===== src/rtl/reg_file_alu_pkg.sv =====
// Shared definitions for the register-file/ALU datapath core:
// ALU function encodings and the default datapath dimensions.
package reg_file_alu_pkg;

    localparam int DATA_W_DEF = 32;
    localparam int ADDR_W_DEF = 4;

    typedef enum logic [2:0] {
        FN_ADD  = 3'd0,
        FN_ADDC = 3'd1,
        FN_SUB  = 3'd2,
        FN_SUBB = 3'd3,
        FN_AND  = 3'd4,
        FN_XOR  = 3'd5,
        FN_NOT  = 3'd6,
        FN_PASS = 3'd7
    } alu_func_e;

endpackage


===== src/rtl/reg_file_with_alu_alu.sv =====
// Purely combinational ALU: arithmetic with carry/borrow out, logic ops and pass-through.
// Borrow is bit DATA_W of the (DATA_W+1)-bit difference, set whenever A < B (+ borrow-in).
module alu
    import reg_file_alu_pkg::*;
#(
    parameter int DATA_W = DATA_W_DEF
) (
    input  logic [DATA_W-1:0] a,
    input  logic [DATA_W-1:0] b,
    input  logic [2:0]        func,
    input  logic              crIn,
    output logic [DATA_W-1:0] result,
    output logic              carry
);

    logic [DATA_W:0] wide_s;

    // Operation decode; every encoding of func is a defined operation.
    always_comb begin
        wide_s = '0;
        result = '0;
        carry  = 1'b0;
        case (alu_func_e'(func))
            FN_ADD: begin
                wide_s = {1'b0, a} + {1'b0, b};
                result = wide_s[DATA_W-1:0];
                carry  = wide_s[DATA_W];
            end
            FN_ADDC: begin
                wide_s = {1'b0, a} + {1'b0, b} + {{DATA_W{1'b0}}, crIn};
                result = wide_s[DATA_W-1:0];
                carry  = wide_s[DATA_W];
            end
            FN_SUB: begin
                wide_s = {1'b0, a} - {1'b0, b};
                result = wide_s[DATA_W-1:0];
                carry  = wide_s[DATA_W];
            end
            FN_SUBB: begin
                wide_s = {1'b0, a} - {1'b0, b} - {{DATA_W{1'b0}}, crIn};
                result = wide_s[DATA_W-1:0];
                carry  = wide_s[DATA_W];
            end
            FN_AND:  result = a & b;
            FN_XOR:  result = a ^ b;
            FN_NOT:  result = ~a;
            FN_PASS: result = a;
            default: result = '0;
        endcase
    end

endmodule


===== src/rtl/reg_file_with_alu.sv =====
// 16 x 32-bit register file feeding a combinational ALU; each edge may write
// external data or the ALU result, and the ALU carry is kept in crOut.
module reg_file_with_alu
    import reg_file_alu_pkg::*;
#(
    parameter int DATA_W = DATA_W_DEF,
    parameter int ADDR_W = ADDR_W_DEF
) (
    input  logic              clock,
    input  logic              reset,
    input  logic [DATA_W-1:0] dataIn,
    input  logic [2:0]        func,
    input  logic              crIn,
    input  logic [ADDR_W-1:0] leftAddr,
    input  logic [ADDR_W-1:0] rightAddr,
    input  logic [ADDR_W-1:0] destAddr,
    input  logic              writeEn,
    input  logic              selInput,
    output logic [DATA_W-1:0] dataOut,
    output logic              crOut
);

    localparam int NUM_REGS = 1 << ADDR_W;

    logic [DATA_W-1:0] regs_q [NUM_REGS];
    logic [DATA_W-1:0] regs_d [NUM_REGS];
    logic              cr_q;
    logic              cr_d;
    logic [DATA_W-1:0] alu_result_s;
    logic              alu_carry_s;
    logic [DATA_W-1:0] wdata_s;

    alu #(
        .DATA_W (DATA_W)
    ) u_alu (
        .a      (regs_q[leftAddr]),
        .b      (regs_q[rightAddr]),
        .func   (func),
        .crIn   (crIn),
        .result (alu_result_s),
        .carry  (alu_carry_s)
    );

    // Write-source mux and next-state for the register array and carry flag.
    always_comb begin
        regs_d  = regs_q;
        cr_d    = cr_q;
        wdata_s = selInput ? alu_result_s : dataIn;
        if (writeEn) begin
            regs_d[destAddr] = wdata_s;
            if (selInput) begin
                cr_d = alu_carry_s;
            end else begin
                cr_d = cr_q;
            end
        end else begin
            regs_d = regs_q;
        end
    end

    // State registers; reset clears every register and the carry flag.
    always_ff @(posedge clock or posedge reset) begin
        if (reset) begin
            for (int i = 0; i < NUM_REGS; i++) begin
                regs_q[i] <= '0;
            end
            cr_q <= 1'b0;
        end else begin
            regs_q <= regs_d;
            cr_q   <= cr_d;
        end
    end

    // No bypass: a write becomes visible only after its edge.
    assign dataOut = regs_q[leftAddr];
    assign crOut   = cr_q;

endmodule


===== config.mk =====
export PLATFORM = sky130hd
export DESIGN_NAME = reg_file_with_alu
export DESIGN_NICKNAME = d
export VERILOG_FILES = /design/src/rtl/reg_file_alu_pkg.sv /design/src/rtl/reg_file_with_alu_alu.sv /design/src/rtl/reg_file_with_alu.sv
export SDC_FILE = /design/constraint.sdc
export NUM_CORES = 2
export LEC_CHECK = 0
export BUFFER_PORTS_ARGS = -buffer_cell sky130_fd_sc_hd__buf_2
export CORE_UTILIZATION = 30
export DETAILED_ROUTE_END_ITERATION = 12
export PLACE_DENSITY = 0.52
export SYNTH_ARGS = -nofsm -noshare
export SYNTH_HDL_FRONTEND = slang
export SYNTH_HIERARCHICAL = 1
export SYNTH_SLANG_ARGS = --single-unit

===== constraint.sdc =====
create_clock -name clock -period 24.4 [get_ports clock]
set_input_delay 6.1 -clock clock [delete_from_list [all_inputs] [get_ports clock]]
set_output_delay 6.1 -clock clock [all_outputs]
set_load 0.05 [all_outputs]

== Word-level counts from Yosys, hierarchy flattened ==
Cells that the tools add are included.

* Add/sub/neg operators: 4
* Magnitude comparators: 4
* Equality and inequality tests: 7
* Mux-type cells: 12
* Bitwise operators: 6
* Reduce and logical (&&, ||, !) cells: 3

{| class="wikitable"
|+ Operators with widths
! kind !! number
|-
| 512-bit bitwise mux || 1
|-
| 32-bit binary-select mux with 4-bit select || 2
|-
| 32-bit case mux with 8 select lines || 1
|-
| 32-bit two-way mux || 6
|-
| 32-bit demux with 4-bit select || 1
|-
| 32-bit by 32-bit adder with 33-bit output || 1
|-
| 33-bit by 1-bit adder with 33-bit output || 1
|-
| 32-bit by 32-bit subtractor with 33-bit output || 1
|-
| 33-bit by 1-bit subtractor with 33-bit output || 1
|-
| 32-bit AND || 1
|-
| 32-bit inverter || 1
|-
| 32-bit bitwise XOR || 1
|-
| 5-bit greater-or-equal comparator, second input constant || 3
|-
| 4-bit inverter with 5-bit output || 3
|-
| 3-bit equality test, second input constant || 4
|-
| 3-bit by 2-bit equality test with 1-bit output, second input constant || 2
|-
| 5-bit by 1-bit less-than comparator with 1-bit output, second input constant || 1
|-
| 1-bit case mux with 4 select lines || 1
|-
| 3-bit by 1-bit equality test with 1-bit output, second input constant || 1
|-
| 3-bit zero test || 1
|-
| 2-bit AND reduction || 1
|-
| 1-bit logical AND || 1
|}

* Flip-flop bits (word level): 513
* Input port bits: 52
* Output and inout bits: 33
* Word-level logic and storage cells: 53

== Longest topological paths before layout ==
* Depth in word-level cells: 9
* Depth in mapped cells: 23

== Cells and area by module ==
Netlist, hierarchy kept.

{| class="wikitable"
|+ Modules (own cells, without submodules)
! module !! times used !! cells each !! area each (um^2) !! sequential area each (um^2)
|-
| reg_file_with_alu || 1 || 1,715 || 26,870.8 || 12,837.3
|-
| alu || 1 || 1,171 || 7,592.3 || 0.0
|}

== Worst setup path before layout ==
No wires, ideal clock.

* Path type: input port to output port
* Start point: input port leftAddr[0]
* End point: output port dataOut[1]
* Data arrival time: 7.765 ns
* Required time: 18.300 ns
* Setup slack: 10.535 ns
* Stages on the path: 5
* Path buffers: 2
* Cells stage by stage: clkbuf_1 > buf_2 > mux4_2 > a22oi_1 > nand2_1

* Word-level cells in the longest chain between the ends: 4

{| class="wikitable"
|+ RTL lines
! item !! line !! RTL
|-
| from (decl) || reg_file_with_alu.sv:14 || <nowiki>input logic [ADDR_W-1:0] leftAddr,</nowiki>
|-
| 4-bit inverter with 5-bit output (not written as such) || reg_file_with_alu.sv:75 || <nowiki>assign dataOut = regs_q[leftAddr];</nowiki>
|-
| 32-bit binary-select mux with 4-bit select || reg_file_with_alu.sv:75 ||
|-
| 32-bit two-way mux (not written as such) (2 in series) || reg_file_with_alu.sv:75 ||
|-
| to (decl) || reg_file_with_alu.sv:19 || <nowiki>output logic [DATA_W-1:0] dataOut,</nowiki>
|}

Every way passes these cells. The select of a mux whose other input is x is not followed.

== Worst setup path in the final report ==
Same ends and word-level chain as after synthesis.

==> results.toml <==
[power]
vdd.ir_drop.worst_mv = 0.06654
p_leak_nw = 15.38
power.density_mw_per_mm2 = 128.4
total_power_mw = 4.903

[cells_and_area]
num-fill-cells = 11200
fin_area_mm2 = 0.03819
fin_nets = 2956
drive_above_1_share_pct = 37.50
area_delta_synth_final_pct = 10.82
layout_common_cells = "mux2_2 (534), dfrtp_1 (513), mux4_2 (258)"
seq_area_mm2 = 0.01284
utilization_pct = 33.76
multiInputGateArea_mm2 = 0.02047
layout_commonest_cell = "mux2_2"

[critical_path]
rrSetupSlack_ns = 17.31
timing.rr.end = "regs_q[474]$_DFFE_PP0P_"
path_max_fanout = 85
crit_type = "in -> out"
end_kind = "output port"
r2r_cells = 17
startpoint_type = "primary input"
cp_data_arrival_time_ns = 9.20
timing.rr.start = "regs_q[389]$_DFFE_PP0P_"
required_ns = 18.30

[detailed_routing]
dr.pass1.iters = 6
vias = 25810
drt-wirelength-per-cell_um = 27.41
remaining_drc_errors = 0
viasPerCell = 5.895
drt_iter0_drc = 2440
ant_nets = 0
drt_wl_total_um = 120000

[floorplanning]
core.rowCount = 123
floorplan.initialDensity_pct = 30.47
die_area_mm2 = 0.1162
die_h_um = 340.9
die_w_um = 340.9
core_mm2 = 0.1131
io-pin-count = 85

[clock_tree]
postCtsSetupBuffers = 0
ctsHoldBuffers = 0
cts.sinks = 513
cts_tree = "built"
clkTransAtPathRegs_ns = 0.06
cts-root-buf = "clkbuf_16"
cts_resized = 0
worstSkewPairLatency_ns = 0.65
cts_buffers = 56
htreeDepth = 2
cts_buffer_depth = 3

[timing]
worstMarginPinSlew_ns = 1.148
slew_violations = 0
slew_headroom_pct = 23.48
fin_skew_ns = 0.02250
final_min_period_over_clock_period_pct = 62.70
fmax_ghz = 0.06536
fin_tns_setup_ns = 0
period_needed_ns = 15.30
hold_viol = 0
rsz0062_at_grt = "no"
setup_viol = 0

[global_route]
grt_pass1_vias = 25580
grt_pass1_wl_um = 177300
grt_max_degree = 119
antenna_found_initial = 11
grt-ovfl-total = 0
grt.total_usage_pct = 20.45

[placement]
dpl_cell_area_mm2 = 0.03629
gp_congestion = 0.9655
dp_hpwl_um = 73430
port_buffers = 84

[synth]
synth_area_leaders = "dfrtp_1 (37%), mux2_2 (17%), mux4_2 (17%), a22oi_1 (3.2%), ha_1 (2.5%)"
synth_top_area_share_pct = 37.25
synth_top_cell_by_area = "dfrtp_1"
ys_ff_latch = 513
synth-async-reset-ratio_pct = 100.0
synth_edf_count = 0
ys_types = 93
syn_nets = 3008
yosysWarnings = 6
syn_inst = 2886
syn_avg_cell_area_um2 = 11.94
synth_ff_type = "dfrtp_1"
ys_seq_area_share_pct = 37.25
syn-cell-area_mm2 = 0.03446

[min_path]
hold_start = "regs_q[66]$_DFFE_PP0P_"
min_path_type = "reg -> reg"
hold_end = "regs_q[66]$_DFFE_PP0P_"
hold_depth = 1

[run]
max_cap_violations = 0

[run_status]
status = "finished clean"
## synth_stat cells, drive strengths merged (9+ instances only)
library cell and n:
clkbuf 147, buf 95, or3 18, a31oi 10, o21ai 99, a21o 15
nor2 104, mux4 258, xnor2 86, mux2 546, dfrtp 513, nor4 15
a211oi 18, nor3 46, and2 19, nand3 31, nor2b 16, inv 71
o311ai 9, o221a 11, nand2b 15, o21a 19, nand4 20, a22oi 148
nand2 161, a21oi 113, ha 68, o211ai 21, o31ai 23, xor2 22
o21bai 9
## cell families after synthesis
| group | count (synthesis) | synth area share (%) |
|---|---|---|
| xor+xnor | 108 | 2.745 |
| flops | 513 | 37.25 |
| compound gates | 582 | 11.82 |
| simple gates | 488 | 6.992 |
| fa+ha+maj | 70 | 2.585 |
| buf+inv | 316 | 3.758 |
| mux | 809 | 34.85 |
## report_power, final
part           internal [mW]  switching [mW]
clock                  0.516           0.373
sequential              1.20           0.248
combinational           1.11            1.45
total                   2.83            2.08
## critical path: stages
cell and delay (ns):
buf_8 0.68, buf_4 0.85, mux4_2 0.60, a22oi_1 0.23, nand2_1 0.26, buf_2 0.31
## worst max-delay path by stage
stage                     start                 to  slack [ns]  cells after the start
CTS                 leftAddr[0]         dataOut[1]        8.98                      6
detailed placement  leftAddr[0]         dataOut[1]        8.98                      6
floorplan                 reset  crOut$_DFFE_PP0P_        3.97                      1
finish              leftAddr[0]         dataOut[1]        9.10                      6
global placement    leftAddr[0]         dataOut[1]        9.00                      6
global route        leftAddr[0]         dataOut[1]        8.75                      6
## registers in the layout (all words and copies together) (netlist names)
name	flops
crOut	1
regs_q	512
## metal layers
metal	GRT usage, %	vias up	wire [um]
met5	0	-	56
met4	6.783	10	4138
met3	3.281	252	7638
met2	31.50	947	54020
met1	29.15	13620	54160
li1	-	10980	-
## per-stage QoR
stage	hold WS [ns]	std cells	worst slack, ns
6_report	0.5112	4378	9.100
5_1_grt	0.5315	4378	8.752
4_1_cts	0.5128	4377	8.981
3_5_place_dp	0.4979	4276	8.980
3_3_place_gp	0.4926	4276	9.003
2_1_floorplan	0.4710	2886	3.972
## cell type report
type	instances	share of cell area [%]
multi-input cells	2057	53.61
flip-flops and latches	513	33.61
well taps	1500	4.914
clock buffers	89	4.521
repair buffers	132	2.136
inverters	74	0.7470
clock inverters	12	0.4521
diodes	1	0.006552
(Power assumes the default switching activity.)
